===== config.mk =====
export PLATFORM = sky130hd
export DESIGN_NAME = led_pattern_sequencer
export DESIGN_NICKNAME = d
export VERILOG_FILES = /design/src/rtl/led_pattern_sequencer.sv
export SDC_FILE = /design/constraint.sdc
export NUM_CORES = 1
export LEC_CHECK = 0
export CAP_MARGIN = 20
export CELL_PAD_IN_SITES_DETAIL_PLACEMENT = 1
export CELL_PAD_IN_SITES_GLOBAL_PLACEMENT = 2
export CORE_UTILIZATION = 30
export DETAILED_ROUTE_END_ITERATION = 6
export DONT_BUFFER_PORTS = 1
export PLACE_DENSITY = 0.65
export SLEW_MARGIN = 20
export SYNTH_ARGS = -nofsm -noshare
export SYNTH_HDL_FRONTEND = slang
export SYNTH_SLANG_ARGS = --single-unit

===== constraint.sdc =====
create_clock -name clk -period 5.9 [get_ports clk]
set_clock_uncertainty 0.2 [all_clocks]
set_input_delay 0.885 -clock clk [delete_from_list [all_inputs] [get_ports clk]]
set_output_delay 0.885 -clock clk [all_outputs]
set_load 0.05 [all_outputs]

===== src/rtl/led_pattern_sequencer.sv =====
// Prescaled LED pattern sequencer: alternate, walking-one rotate, bounce or binary count.
// Optional brightness gating is built when LED_PWM_EN is defined.
module led_pattern_sequencer #(
  parameter int unsigned LED_WIDTH = 8,
  parameter int unsigned TICK_BIT  = 23,
  parameter int unsigned PWM_DUTY  = 8
) (
  input  logic                 clk,
  input  logic                 rst,
  input  logic                 en,
  input  logic [1:0]           mode,
  output logic                 step,
  output logic [LED_WIDTH-1:0] LED
);

  localparam int unsigned CNT_W = 32;

  typedef enum logic [1:0] {
    MODE_ALT    = 2'd0,
    MODE_ROT    = 2'd1,
    MODE_BOUNCE = 2'd2,
    MODE_COUNT  = 2'd3
  } mode_e;

  typedef enum logic {
    DIR_LEFT  = 1'b0,
    DIR_RIGHT = 1'b1
  } dir_e;

  if (LED_WIDTH < 2 || LED_WIDTH > 32 || TICK_BIT < 1 || TICK_BIT > 30 || PWM_DUTY > 16)
  begin : g_param_range
    $error("led_pattern_sequencer: parameter out of range");
  end

  logic [CNT_W-1:0]     counter_q, counter_d;
  logic [LED_WIDTH-1:0] pattern_q, pattern_d;
  dir_e                 dir_q, dir_d;
  mode_e                cur_mode_q, cur_mode_d;
  logic                 loaded_q, loaded_d;
  logic                 step_q, step_d;

  // Seed value loaded on the first step and on every mode change.
  function automatic logic [LED_WIDTH-1:0] init_pattern(input logic [1:0] m);
    return (m == MODE_COUNT) ? '0 : LED_WIDTH'(1);
  endfunction

  // Prescaler and per-step pattern update.
  always_comb begin
    counter_d  = counter_q;
    pattern_d  = pattern_q;
    dir_d      = dir_q;
    cur_mode_d = cur_mode_q;
    loaded_d   = loaded_q;
    step_d     = 1'b0;

    if (en) begin
      if (counter_q[TICK_BIT]) begin
        counter_d = '0;
        step_d    = 1'b1;
        if (!loaded_q || (mode != cur_mode_q)) begin
          pattern_d  = init_pattern(mode);
          dir_d      = DIR_LEFT;
          cur_mode_d = mode_e'(mode);
          loaded_d   = 1'b1;
        end else begin
          case (cur_mode_q)
            MODE_ALT: begin
              pattern_d = (pattern_q == LED_WIDTH'(1)) ? LED_WIDTH'(2) : LED_WIDTH'(1);
            end
            MODE_ROT: begin
              pattern_d = {pattern_q[LED_WIDTH-2:0], pattern_q[LED_WIDTH-1]};
            end
            MODE_BOUNCE: begin
              // Reverse on reaching an end so the end LED is lit for a single step.
              if (dir_q == DIR_LEFT) begin
                if (pattern_q[LED_WIDTH-1]) begin
                  pattern_d = pattern_q >> 1;
                  dir_d     = DIR_RIGHT;
                end else begin
                  pattern_d = pattern_q << 1;
                end
              end else begin
                if (pattern_q[0]) begin
                  pattern_d = pattern_q << 1;
                  dir_d     = DIR_LEFT;
                end else begin
                  pattern_d = pattern_q >> 1;
                end
              end
            end
            MODE_COUNT: begin
              pattern_d = pattern_q + LED_WIDTH'(1);
            end
            default: begin
              pattern_d = pattern_q;
            end
          endcase
        end
      end else begin
        counter_d = counter_q + CNT_W'(1);
      end
    end
  end

  always_ff @(posedge clk or posedge rst) begin
    if (rst) begin
      counter_q  <= '0;
      pattern_q  <= '0;
      dir_q      <= DIR_LEFT;
      cur_mode_q <= MODE_ALT;
      loaded_q   <= 1'b0;
      step_q     <= 1'b0;
    end else begin
      counter_q  <= counter_d;
      pattern_q  <= pattern_d;
      dir_q      <= dir_d;
      cur_mode_q <= cur_mode_d;
      loaded_q   <= loaded_d;
      step_q     <= step_d;
    end
  end

  assign step = step_q;

`ifdef LED_PWM_EN
  logic [3:0] pwm_cnt_q, pwm_cnt_d;
  logic       pwm_on_q, pwm_on_d;

  // Free-running brightness window; duty of 16 keeps the gate permanently open.
  always_comb begin
    pwm_cnt_d = pwm_cnt_q + 4'(1);
    pwm_on_d  = (5'(pwm_cnt_q) < 5'(PWM_DUTY));
  end

  always_ff @(posedge clk or posedge rst) begin
    if (rst) begin
      pwm_cnt_q <= '0;
      pwm_on_q  <= 1'b0;
    end else begin
      pwm_cnt_q <= pwm_cnt_d;
      pwm_on_q  <= pwm_on_d;
    end
  end

  assign LED = pattern_q & {LED_WIDTH{pwm_on_q}};
`else
  assign LED = pattern_q;
`endif

endmodule


Word level (Yosys, flattened, before mapping):

Index checks and enable logic that the tools add are counted.

* bits in registers: 45
* bits in latches: 0
* bits in writable memories: 0
* memory bits (read-only): 0
* input bits: 5
* output and inout port bits: 9
* memories kept: 0

* add/sub/neg operators: 2
* $mul: 0
* div/mod/pow operators: 0
* order comparisons: 0
* equality and inequality tests: 6
* shifts and indexed selects: 0
* mux-type cells: 15
* bitwise gates (word level): 0
* reduce and logical (&&, ||, !) cells: 7

Operators by type and width (count)
* adder 32 x 1 -> 32 bit, second input constant: 1
* two-way mux 32 bit: 1
* two-way mux 8 bit: 4
* case mux 8 bit (4 select lines): 1
* adder 8 x 1 -> 8 bit, second input constant: 1
* equality test 8 x 1 -> 1 bit, second input constant: 1
* two-way mux 1 bit: 8
* equality test 2 bit, second input constant: 3
* AND reduction 3 bit: 2
* equality test 2 x 1 -> 1 bit, second input constant: 1
* logical NOT 2 bit: 1
* two-way mux 2 bit: 1
* inequality test 2 bit: 1
* AND reduction 2 bit: 1
* nonzero test 2 bit: 1
* logical NOT 1 bit: 1
* logical OR 1 bit: 1

Logic depth before layout (Yosys ltp):

Gate-level depths: netlist of the first run.

* depth in word-level cells: 4
* gate-level depth with buffers: 7
* depth with buffers taken out: 6

Least setup slack after synthesis of the first run:

Ideal clock, no wire load.

* path kind: input to register
* start point: in en
* end point: reg counter_q[16]
* setup time: 0.066 ns
* arrival: 2.189 ns
* path slack: 3.445 ns
* stages: 5
* path through: nand4_2 -> or4_1 -> buf_2 -> or4_1 -> nand2_1

RTL lines
* start: declaration: line 10 `input logic en,`
* end signal: assignment: line 114 `counter_q <= counter_d;`
* end: declaration: line 35 `logic [CNT_W-1:0] counter_q, counter_d;`

==> Flow_metrics.wiki, run 1 <==
{| class="wikitable"
! Metric !! Value
|-
| Status || finished, final reports clean
|-
| Via total after detailed routing || between 1500 and 2000
|-
| Number of max-cap violations || 0
|-
| Number of buffers inserted by post-CTS setup repair || 0
|-
| Floorplan row count || 31
|-
| Sort of element at the end of the critical path || register
|-
| Mapped Nets || 270
|-
| Initial antenna violation count || 0
|-
| Clock buffers created by TritonCTS || 5
|-
| Antenna diodes || 0
|-
| P per Cell Area || approximately 210 nW/um^2
|-
| Pre-CTS worst setup slack || between 3000 and 4000 ps
|-
| Iteration-0 DRC count of the detailed router || 63
|-
| Leading cell types in the layout, fill and taps excluded || 37 x sky130_fd_sc_hd__dfrtp_1, 21 x sky130_fd_sc_hd__nand2_1, 19 x sky130_fd_sc_hd__a21oi_1, 18 x sky130_fd_sc_hd__o21ai_0, 17 x sky130_fd_sc_hd__nor2_1
|-
| Cell count of the worst reg-to-reg path || 4
|-
| Most frequent standard cell in the layout excluding fill and tap cells || sky130_fd_sc_hd__dfrtp_1
|-
| Gate power share || between 7 and 8%
|-
| DIE AREA || around 7900 um^2
|-
| Quantity of I/O buffers inserted on ports || 0
|-
| Number of standard cells in the final layout excluding fillers || 350
|-
| Measured slew at the worst slew-check pin || 878 ps
|-
| Boundary Pins || 14
|-
| Fill cell instance count of the final layout || between 800 and 900
|-
| Type of the setup path with the least slack || in -> reg
|-
| Post-synthesis instance area || 2260 um^2
|-
| Final hold violation count || 0
|-
| Total global routing overflow || 0
|-
| WHS Path Cells || 2
|-
| Number of cells in the design after placement || between 300 and 400
|-
| Clock transition at the registers of the reported paths || approximately 70 ps
|-
| Total internal power || 0.379 mW
|-
| Switching part of the total power || between 20% and 30%
|-
| Number of remaining DRC errors || 0
|-
| Portion of total power attributed to sequential cells || a little under three fifths
|-
| Yosys warnings || 0
|-
| Post-synthesis cell count || approximately 260
|-
| Reg2Reg Capture Point || counter_q[16]
|-
| Detailed Routing Iterations Pass 1 || 3
|-
| Share of final-layout standard cells stronger than drive strength 1 || about 4%
|-
| Half-perimeter wire length after detailed placement || between 3000 and 4000 um
|-
| FF+latch area || roughly 930 um^2
|-
| Total routed wirelength || about 6000 um
|-
| Setup WS post-layout || ~3400 ps
|-
| Final period demand of the worst path || approximately 2500 ps
|-
| Crit path required time || roughly 6000 ps
|-
| Number of global-route vias before repair || 1861
|-
| Global-route usage over all layers || 17.0%
|-
| Max Slew Vio Count || 0
|-
| Clk root buf || sky130_fd_sc_hd__clkbuf_8
|-
| Sequential element share of the synthesized area || 41.0%
|-
| Post-cts repair resize count || 0
|-
| Setup violations, final || 0
|-
| Period utilisation layout || 42.6%
|-
| Setup slack of the worst register-to-register path || around 3400 ps
|-
| Startpoint of the worst hold path || counter_q[20]
|-
| Clk_lat worst skew || slightly below 300 ps
|-
| Startpoint kind of the worst setup timing path || input pin
|-
| Area Overhead vs Synth || 6.59%
|-
| Via-per-instance ratio || approximately 5.4
|-
| Combined area of the multi-input logic cells || ~1200 um^2
|-
| CTS hold repair buffers || 0
|-
| Effective utilization at floorplan || a little under a third
|-
| Clock network fraction of design power || 35.5%
|-
| Minimum hold slack || roughly 360 ps
|-
| Vertical die dimension || between 80 and 90 um
|-
| Total core area || slightly above 7000 um^2
|-
| Maximum vdd drop || roughly 0.077 mV
|-
| Chip width || 88.8 um
|-
| Leakage power total || about 1 nW
|-
| Reg-to-reg critical path startpoint || counter_q[23]
|-
| Maximum fanout count along the critical path || 24
|-
| Clock tree from TritonCTS || built
|-
| Worst slew margin relative to its limit || between 40% and 50%
|-
| Routability-driven placement congestion ratio || between 0.6 and 0.7
|-
| Number of synthesized register bits || 37
|-
| Avg Cell Area, Syn || about 8.7 um^2
|-
| First element of the critical path || en
|-
| Maximum number of pins on one net before global-route repair || 38
|-
| Unrepaired setup endpoints after global routing || no
|-
| Net load switching power || roughly 0.14 mW
|-
| Setup TNS || 0 ps
|-
| TritonCTS sink count || 37
|-
| Critical path arrival || roughly 2500 ps
|-
| Count of different cell masters after synthesis || between 40 and 50
|-
| Sink of the worst hold path || counter_q[20]
|-
| CTS H-tree lvls || 2
|-
| Global-route wire length before repair || ~10000 um
|-
| Average detailed-routed wire length per instance || roughly 17 um
|-
| Number of nets with antenna violations after detailed routing || 0
|-
| Class of the worst hold path || reg -> reg
|-
| Worst-case clock buffer depth || 2
|-
| Layout Nets || 260
|-
| Max Clk Rate || between 300 and 400 MHz
|}
-- through the flow --
stage               area, um^2  power, mW  util (%)
global placement          2320      0.337      32.0
detailed placement        2320      0.339      32.0
global route              2410      0.550      33.2
floorplan                 2260      0.324         -
finish                    2410      0.517      33.2
CTS                       2410      0.528      33.2
-- cell usage after synthesis (all sizes together) --
| master | n | area share (%) |
|---|---|---|
| a32oi | 1 | 0.39 |
| a21oi | 19 | 4.2 |
| mux2i | 6 | 2.7 |
| xor2 | 3 | 1.2 |
| or3 | 9 | 2.5 |
| and3 | 6 | 1.7 |
| dfrtp | 37 | 41 |
| o22ai | 1 | 0.28 |
| a22oi | 2 | 0.66 |
| or4 | 5 | 1.7 |
| a2111oi | 1 | 0.39 |
| buf | 3 | 0.55 |
| nand2 | 21 | 3.5 |
| o211ai | 2 | 0.66 |
| nand3 | 14 | 3.1 |
| nor4 | 5 | 1.4 |
| nor2 | 17 | 2.8 |
| o31ai | 4 | 1.3 |
| clkbuf | 15 | 2.5 |
| a22o | 4 | 1.6 |
| inv | 11 | 1.8 |
| o21ai | 18 | 4.0 |
| a311o | 3 | 1.3 |
| ha | 4 | 2.2 |
| nand4 | 6 | 1.9 |
| o2111ai | 1 | 0.39 |
| and4 | 5 | 1.9 |
| a221oi | 2 | 0.78 |
| a21bo | 1 | 0.44 |
| or2 | 1 | 0.28 |
| a211oi | 2 | 0.66 |
| o2bb2ai | 1 | 0.39 |
| nand2b | 4 | 1.1 |
| nor4bb | 1 | 0.44 |
| a31oi | 3 | 0.83 |
| nor2b | 5 | 1.4 |
| nor3b | 1 | 0.33 |
| a41o | 1 | 0.44 |
| a221o | 1 | 0.44 |
| nor3 | 4 | 0.89 |
| a21o | 4 | 1.3 |
| xnor2 | 7 | 2.7 |
-- critical path, cell delays in order --
cell	delay [ps]
sky130_fd_sc_hd__nand2_1	430
sky130_fd_sc_hd__inv_1	530
sky130_fd_sc_hd__or4_1	610
sky130_fd_sc_hd__nand2_1	80
-- layout make-up --
cell class | count | share of cell area [%]
clock buffer | 7 | 3.58
inverter | 11 | 1.71
multi-input combinational | 195 | 50.8
sequential | 37 | 38.4
tap | 99 | 5.14
timing repair buffer | 1 | 0.312
-- kinds of logic (layout without fill, tap and decap cells) --
kind of cell             count (synthesis)  count (layout)  synth area share, %
flip-flops                              37              37                 41.0
XOR/XNOR                                10              10                 3.88
AND/OR/NAND/NOR                        104             104                 24.9
buffers and inverters                   29              19                 4.87
multiplexers                             6               6                 2.66
adder cells (fa/ha/maj)                  4               4                 2.21
AO/OA/AOI/OAI                           71              71                 20.5
-- metal layers --
metal	global-route usage [%]	routed length, um	up-vias
met5	0	0	-
met4	5.28	82	0
met3	3.17	138	7
met2	28.1	2720	16
met1	22.5	2990	943
li1	-	-	935
-- power groups by stage --
stage | clock, mW | sequential [mW] | combinational (mW)
2_1_floorplan | 0 | 0.292 | 0.0316
3_3_place_gp | 0 | 0.299 | 0.0380
3_5_place_dp | 0 | 0.300 | 0.0388
4_1_cts | 0.193 | 0.295 | 0.0392
5_1_grt | 0.205 | 0.300 | 0.0448
6_report | 0.183 | 0.296 | 0.0379
-- flip-flops by register name, summed over array words and instances (netlist names) --
register / flops
LED: 8
counter_q: 24
step: 1
dir_q: 1
cur_mode_q: 2
loaded_q: 1
-- how the worst max path moves through the flow --
stage                          endpoint
after floorplan           counter_q[16]
after CTS                 counter_q[16]
after detailed placement  counter_q[16]
after global routing      counter_q[16]
after global placement    counter_q[16]
final                     counter_q[16]
(Power assumes the default switching activity.)
==> run 2, diff against run 1 <==
Settings changed: PLACE_DENSITY 0.65 to 0.68.
Clock period 5.9 ns to 2 ns, I/O delays scaled along.
==> run 2 against run 1 <==
- first-iteration DRC count decreased by 3.2%
- sequential share of layout area shrank 5.3 points
- utilization increased by 5.5 points
- worst setup slack got worse by 3300 ps
- hold slack lost 340 ps
- total power grew to 3.2 times the previous value
- via count increased by 8.8%
- cell area increased by 17%
- clock power grew to 3.1 times the previous value
- sequential power grew to 2.8 times the previous value
- global-route usage barely moved
- largest cell class unchanged
- largest power group unchanged
==> Flow_metrics.wiki, run 2 (same netlist as run 1, synthesis figures left out) <==
{| class="wikitable"
! Metric !! Value
|-
| Status || finished, final reports clean
|-
| Clock buffers created by TritonCTS || 5 (unchanged)
|-
| Final period demand of the worst path || between 1500 and 2000 ps
|-
| Combined area of the multi-input logic cells || 1270 um^2 (+3.8%)
|-
| Net load switching power || 0.486 mW (+250%)
|-
| Crit path required time || 2050 ps (-3880 ps)
|-
| DIE AREA || 7880 um^2 (unchanged)
|-
| Number of global-route vias before repair || 2160 (+16%)
|-
| Total core area || 7250 um^2 (unchanged)
|-
| First element of the critical path || counter_q[4]
|-
| Half-perimeter wire length after detailed placement || 4330 um (+8.5%)
|-
| Global-route wire length before repair || 10300 um (+2.5%)
|-
| Period utilisation layout || a little over nine tenths
|-
| Chip width || 88.8 um (unchanged)
|-
| Leakage power total || 1.21 nW (+22%)
|-
| Total routed wirelength || 6160 um (+3.9%)
|-
| Startpoint of the worst hold path || en
|-
| Flip-flop count of the largest register, all copies and words added || 24 (unchanged)
|-
| Max Slew Vio Count || 0 (unchanged)
|-
| Detailed Routing Iterations Pass 1 || 4 (+1)
|-
| Crit-path slowest cell || sky130_fd_sc_hd__or4_4
|-
| Class of the worst hold path || in -> reg
|-
| Setup WS post-layout || 52.1 ps (-3340 ps)
|-
| Clock tree from TritonCTS || built
|-
| Cell area reported after detailed placement || 2610 um^2 (+12%)
|-
| Global-route usage over all layers || 17.0% (+0.019 points)
|-
| Final hold violation count || 0 (unchanged)
|-
| Number of cells in the design after placement || 380 (+11%)
|-
| Via total after detailed routing || 2069 (+8.8%)
|-
| Area Overhead vs Synth || 24.3%
|-
| Layout Nets || 304 (+17%)
|-
| Cells along the critical path || nand4_4, or4_4, or4_4, nand2_2
|-
| Number of max-cap violations || 0 (unchanged)
|-
| Antenna diodes || 0 (unchanged)
|-
| Reg-to-reg critical path startpoint || counter_q[4]
|-
| Max Clk Rate || a little over 500 MHz
|-
| Clk_lat worst skew || 300 ps (about the same)
|-
| Crit path top cell by count || sky130_fd_sc_hd__or4_4
|-
| Setup violations, final || 0 (unchanged)
|-
| Effective utilization at floorplan || 31.2% (unchanged)
|-
| Total internal power || 1.18 mW (+210%)
|-
| Largest register by flop count || counter_q
|-
| Clock network fraction of design power || 33.6% (-1.9 points)
|-
| Type of the setup path with the least slack || reg -> reg
|-
| Number of nets with antenna violations after detailed routing || 0 (unchanged)
|-
| Maximum vdd drop || 0.367 mV (+380%)
|-
| Clock transition at the registers of the reported paths || 90 ps (+20 ps)
|-
| Vertical die dimension || 88.8 um (unchanged)
|-
| Boundary Pins || 14 (unchanged)
|-
| Startpoint kind of the worst setup timing path || register
|-
| Maximum fanout count along the critical path || 7 (-71%)
|-
| Total global routing overflow || 0 (unchanged)
|-
| Gate power share || 16.3% (+9.0 points)
|-
| Routability-driven placement congestion ratio || 0.783 (+13%)
|-
| Initial antenna violation count || 0 (unchanged)
|-
| Floorplan row count || 31 (unchanged)
|-
| Number of remaining DRC errors || 0 (unchanged)
|-
| Final design area excluding fillers || 2810 um^2 (+17%)
|-
| Share of final-layout standard cells stronger than drive strength 1 || 22.6% (+19 points)
|-
| Portion of total power attributed to sequential cells || 50.1% (-7.1 points)
|-
| Most frequent standard cell in the layout excluding fill and tap cells || sky130_fd_sc_hd__buf_4
|-
| Overall Power || 1.67 mW (+220%)
|-
| Sort of element at the end of the critical path || register
|-
| Number of standard cells in the final layout excluding fillers || 395 (+13%)
|-
| Worst stage delay on the critical path || 600 ps (about the same)
|-
| Measured slew at the worst slew-check pin || 510 ps (-368 ps)
|-
| Clk root buf || sky130_fd_sc_hd__clkbuf_8
|-
| Iteration-0 DRC count of the detailed router || 61 (-3.2%)
|-
| Via-per-instance ratio || 5.24 (-3.6%)
|-
| Fill cell instance count of the final layout || 867 (+0.12%)
|-
| TritonCTS sink count || 37 (unchanged)
|-
| FF+latch area || 932 um^2 (+0.68%)
|-
| Quantity of I/O buffers inserted on ports || 0 (unchanged)
|-
| Average detailed-routed wire length per instance || 15.6 um (-8.0%)
|-
| Critical path arrival || 1990 ps (-550 ps)
|-
| Worst slew margin relative to its limit || 66.0% (+25 points)
|-
| Pre-CTS worst setup slack || -15.8 ps (-3060 ps)
|-
| Leading cell types in the layout, fill and taps excluded || 40 x sky130_fd_sc_hd__buf_4, 32 x sky130_fd_sc_hd__dfrtp_1, 20 x sky130_fd_sc_hd__nand2_1, 18 x sky130_fd_sc_hd__o21ai_0
|-
| P per Cell Area || 593 nW/um^2 (+180%)
|-
| Worst-case clock buffer depth || 2 (unchanged)
|-
| Switching part of the total power || 29.2% (+2.4 points)
|-
| Unrepaired setup endpoints after global routing || yes
|-
| Maximum number of pins on one net before global-route repair || 38 (unchanged)
|-
| Final core utilization || 38.7% (+5.5 points)
|-
| CTS H-tree lvls || 2 (unchanged)
|}
[run 2: worst paths after layout]
| path | endpoint | slack [ps] | cells after the start |
|---|---|---|---|
| worst max-delay path | counter_q[16] | 50 | 4 |
| worst min-delay path | counter_q[1] | 20 | 2 |
| worst max register to register | counter_q[16] | 50 | 4 |
| worst min register to register | loaded_q | 350 | 1 |
| max in group asynchronous | LED[7] | 850 | 3 |
| min in group asynchronous | counter_q[18] | 360 | 3 |
[run 2: cell type report]
| class | count | share of cell area (%) |
|---|---|---|
| clock buffer | 5 | 2.45 |
| inverter | 11 | 1.47 |
| multi-input combinational | 195 | 45.2 |
| clock inverter | 3 | 0.757 |
| sequential | 37 | 33.2 |
| tap | 99 | 4.41 |
| timing repair buffer | 45 | 12.5 |
[run 2: stage by stage]
stage                     hold slack, ps  TNS (ps)
final                               18.9         0
after global routing                29.5     -17.5
after CTS                           10.2         0
after detailed placement             151     -23.2
after global placement               157         0
after floorplan                      205     -63.6
[run 2: power by group through the flow]
stage,Sequential (mW),Clock [mW],Combinational [mW]
after floorplan,0.863,0,0.0948
after global placement,0.836,0,0.247
after detailed placement,0.838,0,0.244
after CTS,0.824,0.583,0.254
after global routing,0.840,0.600,0.301
final,0.835,0.560,0.271
[run 2: repair_timing]
action	in CTS	in global routing
setup buffers	0	3
setup endpoints to repair	6	8
gates resized for setup	3	8
hold buffers	4	0
endpoints found under the hold margin	42	0
pin swaps	0	5
[run 2: critical path, delay by kind of cell, from the launching register on]
| family | cells | cell delay (ps) |
|---|---|---|
| flops | 1 | 400 |
| simple gates | 4 | 1290 |
[run 2: per-layer routing]
layer / global-route usage (%) / vias up / share of wire (%)
met4: 5.43 / 0 / 1.0
met2: 29.6 / 16 / 50
li1: - / 1028 / -
met5: 0 / - / 0
met3: 2.80 / 6 / 1.8
met1: 21.5 / 1019 / 48
==> run 3, diff against run 2 <==
Settings changed: CELL_PAD_IN_SITES_GLOBAL_PLACEMENT 2 to 1, PLACE_DENSITY 0.68 to 0.57.
==> run 3 against run 2 <==
- worst setup slack better by 2.5 ps
- critical path depth is 1 higher
- combinational power is 3% lower
- critical path type unchanged
- utilization grew 0.38 points
- cell count increased by 0.51%
- fmax grew 0.13%
- clock power fell by 5.2%
- hold slack improved by 16 ps
- count of clock-buffer cells in the layout grew 1
- largest cell class unchanged
- critical endpoint is now counter_q[13]
==> Flow_metrics.wiki, run 3 (same netlist as run 1, synthesis figures left out) <==
{| class="wikitable"
! Metric !! Value
|-
| Max Slew Vio Count || 0 (unchanged)
|-
| Period utilisation layout || 97.3% (-0.12 points)
|-
| Measured slew at the worst slew-check pin || 504 ps (-5.91 ps)
|-
| Final period demand of the worst path || 1950 ps (-2.48 ps)
|-
| Crit-path slowest cell || sky130_fd_sc_hd__or4_4
|-
| Final hold violation count || 0 (unchanged)
|-
| Minimum hold slack || 34.6 ps (+15.7 ps)
|-
| Effective utilization at floorplan || 31.2% (unchanged)
|-
| TritonCTS sink count || 37 (unchanged)
|-
| Flip-flop count of the largest register, all copies and words added || 24 (unchanged)
|-
| Detailed Routing Iterations Pass 1 || 4 (unchanged)
|-
| Layout Nets || 306 (+0.66%)
|-
| Max Clk Rate || 514 MHz (+0.13%)
|-
| Clock transition at the registers of the reported paths || 80 ps (about the same)
|-
| CTS H-tree lvls || 2 (unchanged)
|-
| Global routing met2 resource utilization || 31.0% (+1.5 points)
|-
| Via-per-instance ratio || 5.23 (about the same)
|-
| Iteration-0 DRC count of the detailed router || 60 (-1.6%)
|-
| Number of max-cap violations || 0 (unchanged)
|-
| Total routed wirelength || 6470 um (+5.1%)
|-
| Worst-case clock buffer depth || 2 (unchanged)
|-
| Maximum fanout count along the critical path || 5 (-2)
|-
| Worst stage delay on the critical path || 500 ps (-100 ps)
|-
| Via total after detailed routing || 2078 (+0.43%)
|-
| Setup slack of the worst register-to-register path || 50 ps (about the same)
|-
| Clk root buf || sky130_fd_sc_hd__clkbuf_8
|-
| Cells along the critical path || nand4_4, buf_6, or4_4, or3_1, a21oi_2
|-
| Status || finished, final reports clean
|-
| Quantity of I/O buffers inserted on ports || 0 (unchanged)
|-
| Leading cell types in the layout, fill and taps excluded || 41 x sky130_fd_sc_hd__buf_4, 31 x sky130_fd_sc_hd__dfrtp_1, 21 x sky130_fd_sc_hd__nand2_1, 18 x sky130_fd_sc_hd__o21ai_0, 17 x sky130_fd_sc_hd__nor2_1
|-
| Clock tree from TritonCTS || built
|-
| Floorplan row count || 31 (unchanged)
|-
| Setup violations, final || 0 (unchanged)
|-
| Overall Power || 1.63 mW (-2.1%)
|-
| Clk_lat worst skew || 290 ps (about the same)
|-
| Maximum number of pins on one net before global-route repair || 38 (unchanged)
|-
| Initial antenna violation count || 0 (unchanged)
|-
| GRT met3 Usage || 2.89% (+0.093 points)
|-
| Maximum vdd drop || 0.426 mV (+16%)
|-
| Chip width || 88.8 um (unchanged)
|-
| Number of remaining DRC errors || 0 (unchanged)
|-
| Type of the setup path with the least slack || reg -> reg
|-
| Startpoint kind of the worst setup timing path || register
|-
| Clock buffers created by TritonCTS || 5 (unchanged)
|-
| Global-route wire length before repair || 10900 um (+5.5%)
|-
| DIE AREA || 7880 um^2 (unchanged)
|-
| Critical path arrival || 1970 ps (-20 ps)
|-
| P per Cell Area || 575 nW/um^2 (-3.1%)
|-
| Half-perimeter wire length after detailed placement || 4550 um (+5.1%)
|-
| Routability-driven placement congestion ratio || 0.751 (-4.1%)
|-
| Crit path required time || 2020 ps (-30 ps)
|-
| Largest register by flop count || counter_q
|-
| Number of global-route vias before repair || 2185 (+1.2%)
|-
| Total global routing overflow || 0 (unchanged)
|-
| Leakage power total || 1.22 nW (+1.0%)
|-
| Share of final-layout standard cells stronger than drive strength 1 || 23.2% (+0.52 points)
|-
| Most frequent standard cell in the layout excluding fill and tap cells || sky130_fd_sc_hd__buf_4
|-
| Antenna diodes || 0 (unchanged)
|-
| Number of nets with antenna violations after detailed routing || 0 (unchanged)
|-
| Sort of element at the end of the critical path || register
|-
| Final core utilization || 39.1% (+0.38 points)
|-
| Boundary Pins || 14 (unchanged)
|-
| Met1 usage in global routing || 24.0% (+2.5 points)
|-
| Average detailed-routed wire length per instance || 16.3 um (+4.6%)
|-
| Vertical die dimension || 88.8 um (unchanged)
|-
| Area Overhead vs Synth || 25.5%
|-
| Most Used Layer, Global Route || met2
|-
| Global-route usage over all layers || 18.4% (+1.4 points)
|-
| Unrepaired setup endpoints after global routing || yes
|-
| Worst slew margin relative to its limit || 66.4% (+0.39 points)
|-
| Total core area || 7250 um^2 (unchanged)
|-
| Class of the worst hold path || in -> reg
|}
==> run 3: cell count changes in the layout (fill, tap and decap cells not counted), sizes merged <==
cell,delta
buf,+2
clkbuf,+1
clkinv,+1
clkinvlp,-1
inv,-1
==> run 3: final cells by class <==
type / instances / area, um^2
clock inverters: 2 / 10.0
fillers: 875 / 4420
inverters: 11 / 41.3
multi-input cells: 195 / 1280
well taps: 99 / 124
flip-flops and latches: 37 / 933
clock buffers: 6 / 72.6
repair buffers: 47 / 379
==> run 3: per-layer routing <==
layer	routed length [um]	up-vias
met1	3120	1031
met3	81	4
met2	3210	14
met4	67	0
met5	0	-
li1	-	1029
==> run 3: final timing paths <==
kind | from | to | depth (start not counted)
setup / recovery | counter_q[4] | counter_q[13] | 5
hold / removal | en | counter_q[10] | 2
setup reg to reg | counter_q[4] | counter_q[13] | 5
hold reg to reg | counter_q[20] | counter_q[20] | 2
max in group asynchronous | rst | LED[0] | 3
min in group asynchronous | rst | step | 3
==> run 3: critical path, delay by kind of cell (launching register included) <==
kind | cells | cell delay (ps)
simple gates | 3 | 1010
flops | 1 | 390
buf+inv | 1 | 140
compound gates | 1 | 140
==> run 3: power by group <==
group	internal, mW	total (mW)	switching [mW]
logic	0.128	0.264	0.137
registers	0.794	0.835	0.0416
clock network	0.242	0.531	0.289
total	1.16	1.63	0.467
==> run 3: timing repair <==
action,CTS,global route
cloned,0,0
hold endpoints to repair,41,0
resized for setup,3,9
buffers inserted,0,1
setup endpoints to repair,4,9
pin swaps,0,3
hold buffers,4,0
==> run 3: through the flow <==
| stage | std cells | setup TNS [ps] | area (um^2) | worst slack, ps |
|---|---|---|---|---|
| 2_1_floorplan | 261 | -63.6 | 2270 | -22.3 |
| 3_3_place_gp | 384 | 0 | 2650 | 49.5 |
| 3_5_place_dp | 384 | 0 | 2650 | 10.2 |
| 4_1_cts | 396 | 0 | 2790 | 33.8 |
| 5_1_grt | 397 | -120 | 2840 | -40.9 |
| 6_report | 397 | 0 | 2840 | 54.6 |
